$ cat src/rtl/mux2_arb_pkg.sv
// Shared definitions for the two-source merging multiplexer: word/count widths,
// source identifiers and the output-slot state encoding.
package mux2_arb_pkg;

    localparam int   WORD_WIDTH = 16;
    localparam int   CNT_WIDTH  = 16;
    localparam logic SRC_A      = 1'b0;
    localparam logic SRC_B      = 1'b1;

    typedef enum logic {
        ST_EMPTY = 1'b0,
        ST_FULL  = 1'b1
    } slot_state_t;

endpackage

$ cat src/rtl/mux2_arb_if.sv
// Handshake bundle for mux2_arb: two valid/ready input channels, the merged
// output channel and the per-source acceptance counters.
interface mux2_arb_if
    import mux2_arb_pkg::*;
#(
    parameter int WIDTH = WORD_WIDTH
) ();

    logic                 a_valid;
    logic [WIDTH-1:0]     a_data;
    logic                 a_ready;
    logic                 b_valid;
    logic [WIDTH-1:0]     b_data;
    logic                 b_ready;
    logic                 out_valid;
    logic [WIDTH-1:0]     out_data;
    logic                 out_ready;
    logic                 out_src;
    logic [CNT_WIDTH-1:0] cnt_a;
    logic [CNT_WIDTH-1:0] cnt_b;

    modport slave (
        input  a_valid, a_data, b_valid, b_data, out_ready,
        output a_ready, b_ready, out_valid, out_data, out_src, cnt_a, cnt_b
    );

    modport master (
        output a_valid, a_data, b_valid, b_data, out_ready,
        input  a_ready, b_ready, out_valid, out_data, out_src, cnt_a, cnt_b
    );

endinterface

$ cat src/rtl/rr_arb2.sv
// Two-way round-robin grant: a lone requester wins, a tie goes to the source
// that did not win last time.
module rr_arb2
    import mux2_arb_pkg::*;
(
    input  logic req_a,
    input  logic req_b,
    input  logic last_src,
    output logic gnt_a,
    output logic gnt_b
);

    assign gnt_a = req_a && (!req_b || (last_src == SRC_B));
    assign gnt_b = req_b && (!req_a || (last_src == SRC_A));

endmodule

$ cat src/rtl/mux2_arb.sv
// 2:1 merging multiplexer with a one-entry registered output slot, round-robin
// input selection and per-source word counters.
module mux2_arb
    import mux2_arb_pkg::*;
#(
    parameter int WIDTH = WORD_WIDTH
) (
    input  logic      clk,
    input  logic      rst,
    mux2_arb_if.slave bus
);

    slot_state_t          state_q, state_d;
    logic                 last_src_q;
    logic                 src_q;
    logic [WIDTH-1:0]     data_q;
    logic [CNT_WIDTH-1:0] cnt_a_q, cnt_b_q;
    logic                 gnt_a, gnt_b;
    logic                 slot_free;
    logic                 acc_a, acc_b;

    // The slot can take a word when empty, or when its current word leaves this cycle.
    assign slot_free = (state_q == ST_EMPTY) || bus.out_ready;

    rr_arb2 u_arb (
        .req_a    (bus.a_valid),
        .req_b    (bus.b_valid),
        .last_src (last_src_q),
        .gnt_a    (gnt_a),
        .gnt_b    (gnt_b)
    );

    assign bus.a_ready = !rst && slot_free && gnt_a;
    assign bus.b_ready = !rst && slot_free && gnt_b;
    assign acc_a       = bus.a_valid && bus.a_ready;
    assign acc_b       = bus.b_valid && bus.b_ready;

    always_comb begin
        state_d = state_q;
        case (state_q)
            ST_EMPTY: if (acc_a || acc_b) state_d = ST_FULL;
            ST_FULL: begin
                if (acc_a || acc_b)     state_d = ST_FULL;
                else if (bus.out_ready) state_d = ST_EMPTY;
            end
            default:                    state_d = ST_EMPTY;
        endcase
    end

    always_ff @(posedge clk or posedge rst) begin
        if (rst) begin
            state_q    <= ST_EMPTY;
            data_q     <= '0;
            src_q      <= SRC_A;
            last_src_q <= SRC_B;
            cnt_a_q    <= '0;
            cnt_b_q    <= '0;
        end else begin
            state_q <= state_d;
            if (acc_a) begin
                data_q     <= bus.a_data;
                src_q      <= SRC_A;
                last_src_q <= SRC_A;
                cnt_a_q    <= cnt_a_q + 1'b1;
            end else if (acc_b) begin
                data_q     <= bus.b_data;
                src_q      <= SRC_B;
                last_src_q <= SRC_B;
                cnt_b_q    <= cnt_b_q + 1'b1;
            end
        end
    end

    assign bus.out_valid = (state_q == ST_FULL);
    assign bus.out_data  = data_q;
    assign bus.out_src   = src_q;
    assign bus.cnt_a     = cnt_a_q;
    assign bus.cnt_b     = cnt_b_q;

endmodule

$ cat src/flat_wrapper.sv
// flat-port wrapper written by rule: the top's interface ports become plain ports
module mux2_arb_flat import mux2_arb_pkg::*;
#(
    parameter int WIDTH = WORD_WIDTH
)
  (clk, rst, bus_a_valid, bus_a_data, bus_b_valid, bus_b_data, bus_out_ready, bus_a_ready, bus_b_ready, bus_out_valid, bus_out_data, bus_out_src, bus_cnt_a, bus_cnt_b);
  mux2_arb_if #(.WIDTH(WIDTH)) bus_i ();
  input  logic clk;
  input  logic rst;
  input wire logic [$bits(bus_i.a_valid)-1:0] bus_a_valid;
  input wire logic [$bits(bus_i.a_data)-1:0] bus_a_data;
  input wire logic [$bits(bus_i.b_valid)-1:0] bus_b_valid;
  input wire logic [$bits(bus_i.b_data)-1:0] bus_b_data;
  input wire logic [$bits(bus_i.out_ready)-1:0] bus_out_ready;
  output wire logic [$bits(bus_i.a_ready)-1:0] bus_a_ready;
  output wire logic [$bits(bus_i.b_ready)-1:0] bus_b_ready;
  output wire logic [$bits(bus_i.out_valid)-1:0] bus_out_valid;
  output wire logic [$bits(bus_i.out_data)-1:0] bus_out_data;
  output wire logic [$bits(bus_i.out_src)-1:0] bus_out_src;
  output wire logic [$bits(bus_i.cnt_a)-1:0] bus_cnt_a;
  output wire logic [$bits(bus_i.cnt_b)-1:0] bus_cnt_b;
  assign bus_i.a_valid = bus_a_valid;
  assign bus_i.a_data = bus_a_data;
  assign bus_i.b_valid = bus_b_valid;
  assign bus_i.b_data = bus_b_data;
  assign bus_i.out_ready = bus_out_ready;
  assign bus_a_ready = bus_i.a_ready;
  assign bus_b_ready = bus_i.b_ready;
  assign bus_out_valid = bus_i.out_valid;
  assign bus_out_data = bus_i.out_data;
  assign bus_out_src = bus_i.out_src;
  assign bus_cnt_a = bus_i.cnt_a;
  assign bus_cnt_b = bus_i.cnt_b;
  mux2_arb #(.WIDTH(WIDTH)) u_core (.clk(clk), .rst(rst), .bus(bus_i));
endmodule
$ cat config.mk
export PLATFORM = sky130hd
export DESIGN_NAME = mux2_arb_flat
export DESIGN_NICKNAME = d
export VERILOG_FILES = /design/src/rtl/mux2_arb_pkg.sv /design/src/rtl/mux2_arb_if.sv /design/src/rtl/rr_arb2.sv /design/src/rtl/mux2_arb.sv /design/src/flat_wrapper.sv
export SDC_FILE = /design/constraint.sdc
export NUM_CORES = 1
export LEC_CHECK = 0
export CAP_MARGIN = 20
export CORE_ASPECT_RATIO = 1.1
export CORE_MARGIN = 2
export CORE_UTILIZATION = 30
export DETAILED_ROUTE_END_ITERATION = 10
export RECOVER_POWER = 50
export SLEW_MARGIN = 5
export SYNTH_ARGS = -nofsm -noshare
export SYNTH_HDL_FRONTEND = slang
export SYNTH_SLANG_ARGS = --single-unit
$ cat constraint.sdc
create_clock -name clk -period 2.48 [get_ports clk]
set_input_delay 0.62 -clock clk [delete_from_list [all_inputs] [get_ports clk]]
set_output_delay 0.62 -clock clk [all_outputs]
set_load 0.005 [all_outputs]
==> results.ini <==
[cts]
worstSkewPairLatency_ps=300
clkSinkCount=51
cts.clk_slew.worst_paths_ps=90
cts-hold-fix-buffers=0
clockRootBuffer=clkbuf_8
ctsLongestPathBuffers=2
cts_tree=yes
cts_buffers=5
htreeDepth=2

[floorplanning]
start_util_pct=30.6
die_width_um=89.5
fp-row-count=34
dieArea_um2=8770
ioPinCount=89
core_um2=7870
die_y_um=98

[synth]
syn_area_per_cell_um2=10.3
seq_area_frac_synth_pct=53.0
synth_most_common_cell=nand2_1
synthArstFlopShare_pct=100
yosysTopAreaCellShare_pct=51.9
synth-main-ff-cell=dfrtp_1
ys.warnings.count=0
ys_ff_latch=51
synth_commonest_cells=nand2_1, dfrtp_1, nor2_1
yosys-top-cells-area=dfrtp_1, nand2_1, xnor2_1
syn_inst=233
synth-edff-count=0
synth_top_cell_by_area=dfrtp_1
syn_area_um2=2410
syn-num-nets=272
ys_types=31

[job]
maxCapViolCount=0

[worst_setup_path]
worst-setup-path-type=in -> out
rrSetupSlack_ps=710
worstReg2RegEnd=u_core.bus.cnt_b[15]
worstPathArrival_ps=1760
cp_top_family=buffers and inverters
slowest_delay_ps=500
worstSetupPathDepth=5
r2r_cells=6
path_buf_inv=3
crit_path_end_kind=output pin
critPathLaunchType=input pin
path_cells=clkdlybuf4s50_1 -> a21boi_4 -> nand3_4 -> inv_2 -> dlygate4sd2_1
slowest_stage=clkdlybuf4s50_1
crit_fanout=2
crit_required_ps=1860
r2r_start=u_core.bus.out_valid

[routing]
vias=1964
drt_iter0_drc=32
viasPerCell=4.47
routed_wirelength_um=5560
drc_errors=0
routedWlPerCell_um=12.7
dr.pass1.iters=4
antenna_left=0

[timing]
max_freq_mhz=420
final.period_utilization_pct=96.0
grt_setup_unrepaired=false
worst_pin_slew_ps=995
final_hold_viol_count=0
min_period_ps=2380
clock_skew_ps=4.20
max_slew_margin_pct=33.7
fin_ws_ps=98.0
slew_violations=0
fin_tns_setup_ps=0
finalSetupViolCount=0

[grt]
grt_pass1_vias=1963
grt_overflow=0
grt.total_usage_pct=13.5
grt_max_degree=45
antenna_found_initial=0
grt_pass1_wl_um=9360

[power]
p_per_area_nw_per_um2=705
peakVddDrop_mv=0.310
leakagePower_nw=1.55

[place]
portBuffers=88
gp_congestion=0.839
dp_hpwl_um=4170
pre_cts_ws_ps=-200

[min_path]
hp-start=u_core.bus.cnt_b[15]
hold_path_end=u_core.bus.cnt_b[15]
hold_class=reg -> reg
holdPathStages=1

[finish]
antennaDiodeCount=0
nNetsFinal=370
drive_gt1_share_pct=10.3
syn2layout_area_growth_pct=47.2

[status]
status=completed

==> repair_timing <==
item,CTS,global route
setup endpoints to repair,2,0
gates resized for setup,4,0
buffers inserted,1,0
==> final cells by class <==
class	count	area, µm²
clock inverter	1	30.0
sequential	51	1280
multi-input combinational	165	1030
tap	108	135
inverter	7	26.3
clock buffer	6	72.6
timing repair buffer	101	973
fill	772	4320
==> registers in the layout, summed over array words and instances, names as in the netlist <==
signal                count
u_core.bus.out_src        1
u_core.bus.out_data      16
u_core.last_src_q         1
u_core.bus.out_valid      1
u_core.bus.cnt_b         16
u_core.bus.cnt_a         16
==> worst max-delay path by stage <==
stage                start           to  slack [ps]
2_1_floorplan          rst  bus_b_ready          10
3_3_place_gp   bus_b_valid  bus_b_ready        -200
3_5_place_dp   bus_b_valid  bus_b_ready        -200
4_1_cts        bus_b_valid  bus_b_ready          80
5_1_grt        bus_b_valid  bus_b_ready          20
6_report       bus_b_valid  bus_b_ready         100
==> report_power, final <==
part	leakage, nW	internal (mW)	switching, mW
Clock	0.0513	0.296	0.261
Combinational	0.872	0.472	0.285
Sequential	0.626	1.02	0.173
Total	1.55	1.78	0.719
==> metrics by stage <==
stage	hold slack (ps)	area (µm²)	utilization, %	total power [mW]	cells
after global placement	455	3450	43.9	2.00	431
after CTS	479	3570	45.4	2.59	439
after floorplan	450	2410	-	1.48	233
final	473	3550	45.1	2.50	439
after global routing	501	3550	45.1	2.67	439
after detailed placement	462	3450	43.9	2.01	431
==> logic make-up (layout without fill, tap and decap cells) <==
group                    after synthesis  count (layout)  share of synthesized area, %
AND/OR/NAND/NOR                      116             116                          26.8
flip-flops                            51              51                          53.0
XOR/XNOR                              30              30                          10.9
AO/OA/AOI/OAI                         17              17                          4.62
buffers and inverters                 17             115                          3.63
adder cells (fa/ha/maj)                2               2                          1.04
==> metal layers <==
| layer | track usage, % | vias up | wire [µm] |
|---|---|---|---|
| met4 | 2.76 | 0 | 27 |
| met5 | 0 | - | 0 |
| met1 | 17.3 | 926 | 2400 |
| met3 | 4.65 | 4 | 361 |
| li1 | - | 981 | - |
| met2 | 21.9 | 53 | 2770 |
==> cell usage in the layout (no fill, tap or decap), types with 2 or more instances in the layout <==
| master | n |
|---|---|
| clkdlybuf4s50_1 | 72 |
| dlygate4sd3_1 | 14 |
| nand3_1 | 7 |
| nor2_1 | 21 |
| xor2_1 | 14 |
| nand2_1 | 52 |
| dfrtp_1 | 50 |
| dlygate4sd2_1 | 2 |
| nor4_2 | 6 |
| nand4_1 | 7 |
| and3_1 | 2 |
| clkbuf_1 | 2 |
| and4_1 | 4 |
| nor3_1 | 5 |
| nand3_2 | 2 |
| a31oi_1 | 16 |
| ha_1 | 2 |
| clkbuf_8 | 5 |
| inv_1 | 6 |
| xnor2_1 | 16 |
| buf_4 | 9 |
==> worst reg2reg max path, stage by stage, from the launching register on <==
cell	delay, ps
dfrtp_1	410
nand2b_1	100
buf_6	120
nand3_4	80
clkbuf_2	420
nor4_2	410
xor2_1	170
Power figures use the tool's default switching activity.
